[src/rtl/arb3_rr_sel.sv]
// arb3_rr_sel: three-source round-robin arbiter feeding a registered one-hot
// AND-OR select stage. out_valid/out_data/sel come straight from flops so the
// downstream AOI222 columns see glitch-free selects; only *_ready are combinational.
module arb3_rr_sel #(
    parameter int unsigned WIDTH = 8
) (
    input  logic             CK,
    input  logic             RST,
    input  logic             a_valid,
    input  logic [WIDTH-1:0] a_data,
    output logic             a_ready,
    input  logic             b_valid,
    input  logic [WIDTH-1:0] b_data,
    output logic             b_ready,
    input  logic             c_valid,
    input  logic [WIDTH-1:0] c_data,
    output logic             c_ready,
    output logic             out_valid,
    output logic [WIDTH-1:0] out_data,
    input  logic             out_ready,
    output logic [2:0]       sel
);

    localparam int unsigned NSRC = 3;

    // Last-grant pointer; C after reset so A gets first priority.
    typedef enum logic [1:0] {
        PTR_A = 2'd0,
        PTR_B = 2'd1,
        PTR_C = 2'd2
    } ptr_e;

    ptr_e             last_q;
    ptr_e             last_d;
    logic             out_valid_d;
    logic [WIDTH-1:0] out_data_d;
    logic [2:0]       sel_d;

    logic [NSRC-1:0]  req;
    logic [NSRC-1:0]  grant;
    logic             room;
    logic             load;
    ptr_e             winner;

    assign req = {c_valid, b_valid, a_valid};

    // Output register can accept a word when empty or being drained this cycle;
    // nothing is acknowledged while reset is asserted.
    always_comb begin
        room = !out_valid || out_ready;
        load = room && (|req) && !RST;
    end

    // Rotating fixed-order grant: the source after the last winner comes first.
    always_comb begin
        grant = '0;
        case (last_q)
            PTR_A: begin
                if (req[1])      grant = 3'b010;
                else if (req[2]) grant = 3'b100;
                else if (req[0]) grant = 3'b001;
            end
            PTR_B: begin
                if (req[2])      grant = 3'b100;
                else if (req[0]) grant = 3'b001;
                else if (req[1]) grant = 3'b010;
            end
            default: begin
                if (req[0])      grant = 3'b001;
                else if (req[1]) grant = 3'b010;
                else if (req[2]) grant = 3'b100;
            end
        endcase
    end

    // Encode the one-hot grant back into a pointer value.
    always_comb begin
        winner = last_q;
        if (grant[0])      winner = PTR_A;
        else if (grant[1]) winner = PTR_B;
        else if (grant[2]) winner = PTR_C;
    end

    // Acknowledge only the granted source, and only when the word is taken.
    always_comb begin
        a_ready = load && grant[0];
        b_ready = load && grant[1];
        c_ready = load && grant[2];
    end

    // Next-state: load the AND-OR selected word, drain to empty, or hold.
    always_comb begin
        out_valid_d = out_valid;
        out_data_d  = out_data;
        sel_d       = sel;
        last_d      = last_q;
        if (load) begin
            out_data_d  = ({WIDTH{grant[0]}} & a_data)
                        | ({WIDTH{grant[1]}} & b_data)
                        | ({WIDTH{grant[2]}} & c_data);
            sel_d       = {grant[2], grant[1], grant[0]};
            out_valid_d = 1'b1;
            last_d      = winner;
        end else if (out_valid && out_ready) begin
            out_valid_d = 1'b0;
            sel_d       = 3'b000;
        end
    end

    // State register with synchronous active-high reset.
    always_ff @(posedge CK) begin
        if (RST) begin
            out_valid <= 1'b0;
            out_data  <= '0;
            sel       <= 3'b000;
            last_q    <= PTR_C;
        end else begin
            out_valid <= out_valid_d;
            out_data  <= out_data_d;
            sel       <= sel_d;
            last_q    <= last_d;
        end
    end

endmodule

[config.mk]
export PLATFORM = sky130hd
export DESIGN_NAME = arb3_rr_sel
export DESIGN_NICKNAME = d
export VERILOG_FILES = /design/src/rtl/arb3_rr_sel.sv
export SDC_FILE = /design/constraint.sdc
export NUM_CORES = 1
export LEC_CHECK = 0
export BUFFER_PORTS_ARGS = -buffer_cell sky130_fd_sc_hd__buf_2
export CAP_MARGIN = 20
export CORE_UTILIZATION = 40
export CTS_CLUSTER_DIAMETER = 80
export CTS_CLUSTER_SIZE = 25
export DETAILED_ROUTE_END_ITERATION = 10
export GPL_ROUTABILITY_DRIVEN = 0
export PLACE_DENSITY = 0.76
export SLEW_MARGIN = 20
export SYNTH_ARGS = -nofsm -noshare
export SYNTH_HDL_FRONTEND = slang
export SYNTH_SLANG_ARGS = --single-unit
export TNS_END_PERCENT = 1
[constraint.sdc]
create_clock -name CK -period 2.35 [get_ports CK]
set_input_delay 0.1175 -clock CK [delete_from_list [all_inputs] [get_ports CK]]
set_output_delay 0.1175 -clock CK [all_outputs]
set_load 0.05 [all_outputs]
==> out/summary.txt <==
Clk pwr share: 24.7%
Part of the cycle the worst path needs: 74.5%
H-tree depth: 1
Synth warn: 0
DR WL/cell: 12.6 um
Max-slew violation count: 0
Syn Inst Count: 87
Area delta synth->final: 35.4%
Critical path data arrival time: 1.63 ns
Pwr Total: 0.000666 W
Gr usage total: 19.0%
Placeable Area: 0.00158 mm^2
Clk_lat worst skew: 0.27 ns
Worst Hold Class: in -> reg
Vias per cell: 5.48
Starting density of the core: 45.1%
CTS Buf Count: 3
Clock Sinks: 14
Status: finished with violations
Fin area: 962 um^2
Final hold vios: 0
Filler cells: 156
Largest net degree at the start of global routing: 14
Die Ht: 44.2 um
Max-cap violations: 0
Crit path launch type: flop
CP Cell Sequence: nand2b_1 -> a22o_1 -> nand2_1 -> inv_1 -> buf_2
Fin Setup TNS: 0 ns
I/O Buffers: 44
Switching power: 0.000242 W
Share of the yosys chip area belonging to registers: 39.4%
Leakage: 0.482 nW
Area after DPL: 926 um^2
Post-CTS Setup Repair Bufs: 0
Syn Nets: 117
Vias in the first global route: 733
Iteration count of the initial detailed-routing pass: 9
Unrepaired setup endpoints after global routing: no
Setup violations, final: 0
Final Skew: 0.00560 ns
CTS tree: built
Slew @ Worst Pin: 0.397 ns
Drt drc: 2
Non-Filler Instances: 147
CP peak stage delay: 0.40 ns
Hpwl dp: 1400 um
Mean post-synth cell area: 8.17 um^2
Reg power frac: 41.3%
GR Overflow Total: 0
Combinational share of power: 34.1%
Synthesis-stage register bit count: 14
R2R Setup Slk: 0.98 ns
Minimum clock period: 1.75 ns
Die Span X: 44.2 um
DRT iter0 DRCs: 12
Dpl cells: 143
Fmax: 571 MHz
First-pass GRT wire length: 2850 um
Nets@finish: 162
Setup CP Type: reg -> out
Top-Level Pins: 45
Pwr Density: 692 mW/mm^2
Full die area: 0.00195 mm^2
Critical path's slowest cell: dfxtp_1
Row count: 14
Setup crit end kind: output pin
Maximum clock insertion buffer count: 2
Count of hold-fix buffers inserted at cts: 0
Layout cells sized above 1: 40.5%
CTS clk-pin slew, worst paths: 0.08 ns
Sw Ratio: 36.3%
Initial antenna violation count: 0
Req. time, crit path: 2.23 ns
Failing checks: DRC
Total Routed Length: 1850 um
Slew margin rel.: 73.5%
CTS resizes: 0
# diodes: 0
Peak VDD IR: 388 uV
Mapped cell area: 711 um^2
Critical Path Fanout Max: 9
Library cells used by synthesis: 24
Vias: 805
ANT nets after route: 0
Root buffer cell: clkbuf_4
Internal Power: 0.000424 W
worst max-delay path, delay by kind of cell, from the launching register on:
| family | cells | cell delay, ns |
|---|---|---|
| flip-flops | 1 | 0.40 |
| AO/OA/AOI/OAI | 1 | 0.34 |
| AND/OR/NAND/NOR | 2 | 0.29 |
| buffers and inverters | 2 | 0.32 |
metal layers:
layer  wire, um  vias up  GRT usage (%)  part of all wire (%)
met5          0        -              0                     0
met4          0        0           3.64                     0
met3        129        0           3.27                   7.0
met2        903       35           35.0                    49
met1        813      359           23.0                    44
li1           -      411              -                     -
cells in the mapped netlist (all sizes together):
cell | number | area share [%]
a31oi | 6 | 5.3
a22oi | 6 | 6.3
nand3 | 6 | 4.2
nand2b | 2 | 1.8
a22o | 1 | 1.2
o21ai | 1 | 1.2
or3 | 2 | 2.5
nor2b | 3 | 2.6
nor2 | 3 | 1.6
nor3 | 2 | 2.1
o221ai | 2 | 2.5
buf | 5 | 4.6
o22ai | 1 | 1.8
a32oi | 2 | 2.5
inv | 6 | 3.2
a21oi | 17 | 12
nor3b | 2 | 2.1
dfxtp | 14 | 39
nand2 | 6 | 3.2
registers in the layout, summed over array words and instances (netlist names):
register   flops
out_data       8
sel            3
last_q         2
out_valid      1
cells in the final DEF (no fill, tap or decap):
cell,Yosys,final
nor2_1,3,3
nor3_2,1,1
a31oi_1,6,6
clkbuf_4,0,3
nand2_1,6,6
a22oi_1,6,6
or3_1,1,1
a22o_1,1,1
o21ai_2,1,1
nor3b_1,2,2
nand3_1,6,6
buf_4,1,1
nor3_1,1,1
or3_4,1,1
dfxtp_1,14,14
inv_1,6,6
clkbuf_8,0,1
buf_2,2,44
o22ai_2,1,1
a21oi_1,17,17
o221ai_1,2,2
nand2b_1,2,2
a32oi_1,2,2
nor2b_1,3,3
power groups by stage:
stage	registers (W)	logic [W]	clock network, W
floorplan	0.000355	0.0000877	0
global route	0.000277	0.000242	0.000179
CTS	0.000275	0.000227	0.000169
global placement	0.000280	0.000223	0
finish	0.000275	0.000227	0.000164
detailed placement	0.000280	0.000226	0
kinds of logic after synthesis:
kind of cell           synth area share (%)
AND/OR/NAND/NOR                        20.1
AO/OA/AOI/OAI                          32.7
buffers and inverters                  7.75
flip-flops                             39.4
worst paths after layout:
path              from           to  depth (start not counted)
min          a_data[4]  out_data[4]                          3
max reg2reg  out_valid  out_data[5]                          4
max          last_q[1]      b_ready                          5
min reg2reg     sel[2]       sel[2]                          2
layout make-up:
type | instances | area [um^2] | share of cell area, %
multi-input cells | 62 | 375 | 39.0
repair buffers | 45 | 228 | 23.7
inverters | 6 | 22.5 | 2.34
clock buffers | 4 | 36.3 | 3.77
well taps | 16 | 20.0 | 2.08
flip-flops and latches | 14 | 280 | 29.1
through the flow:
stage               hold slack [ns]  setup slack, ns  utilization, %
finish                       0.0791            0.600            61.0
detailed placement            0.357            0.895            58.7
CTS                          0.0773            0.592            61.0
global placement              0.357            0.921            58.7
floorplan                     0.257            0.738               -
global route                 0.0824            0.450            61.0
Power figures use the tool's default switching activity.
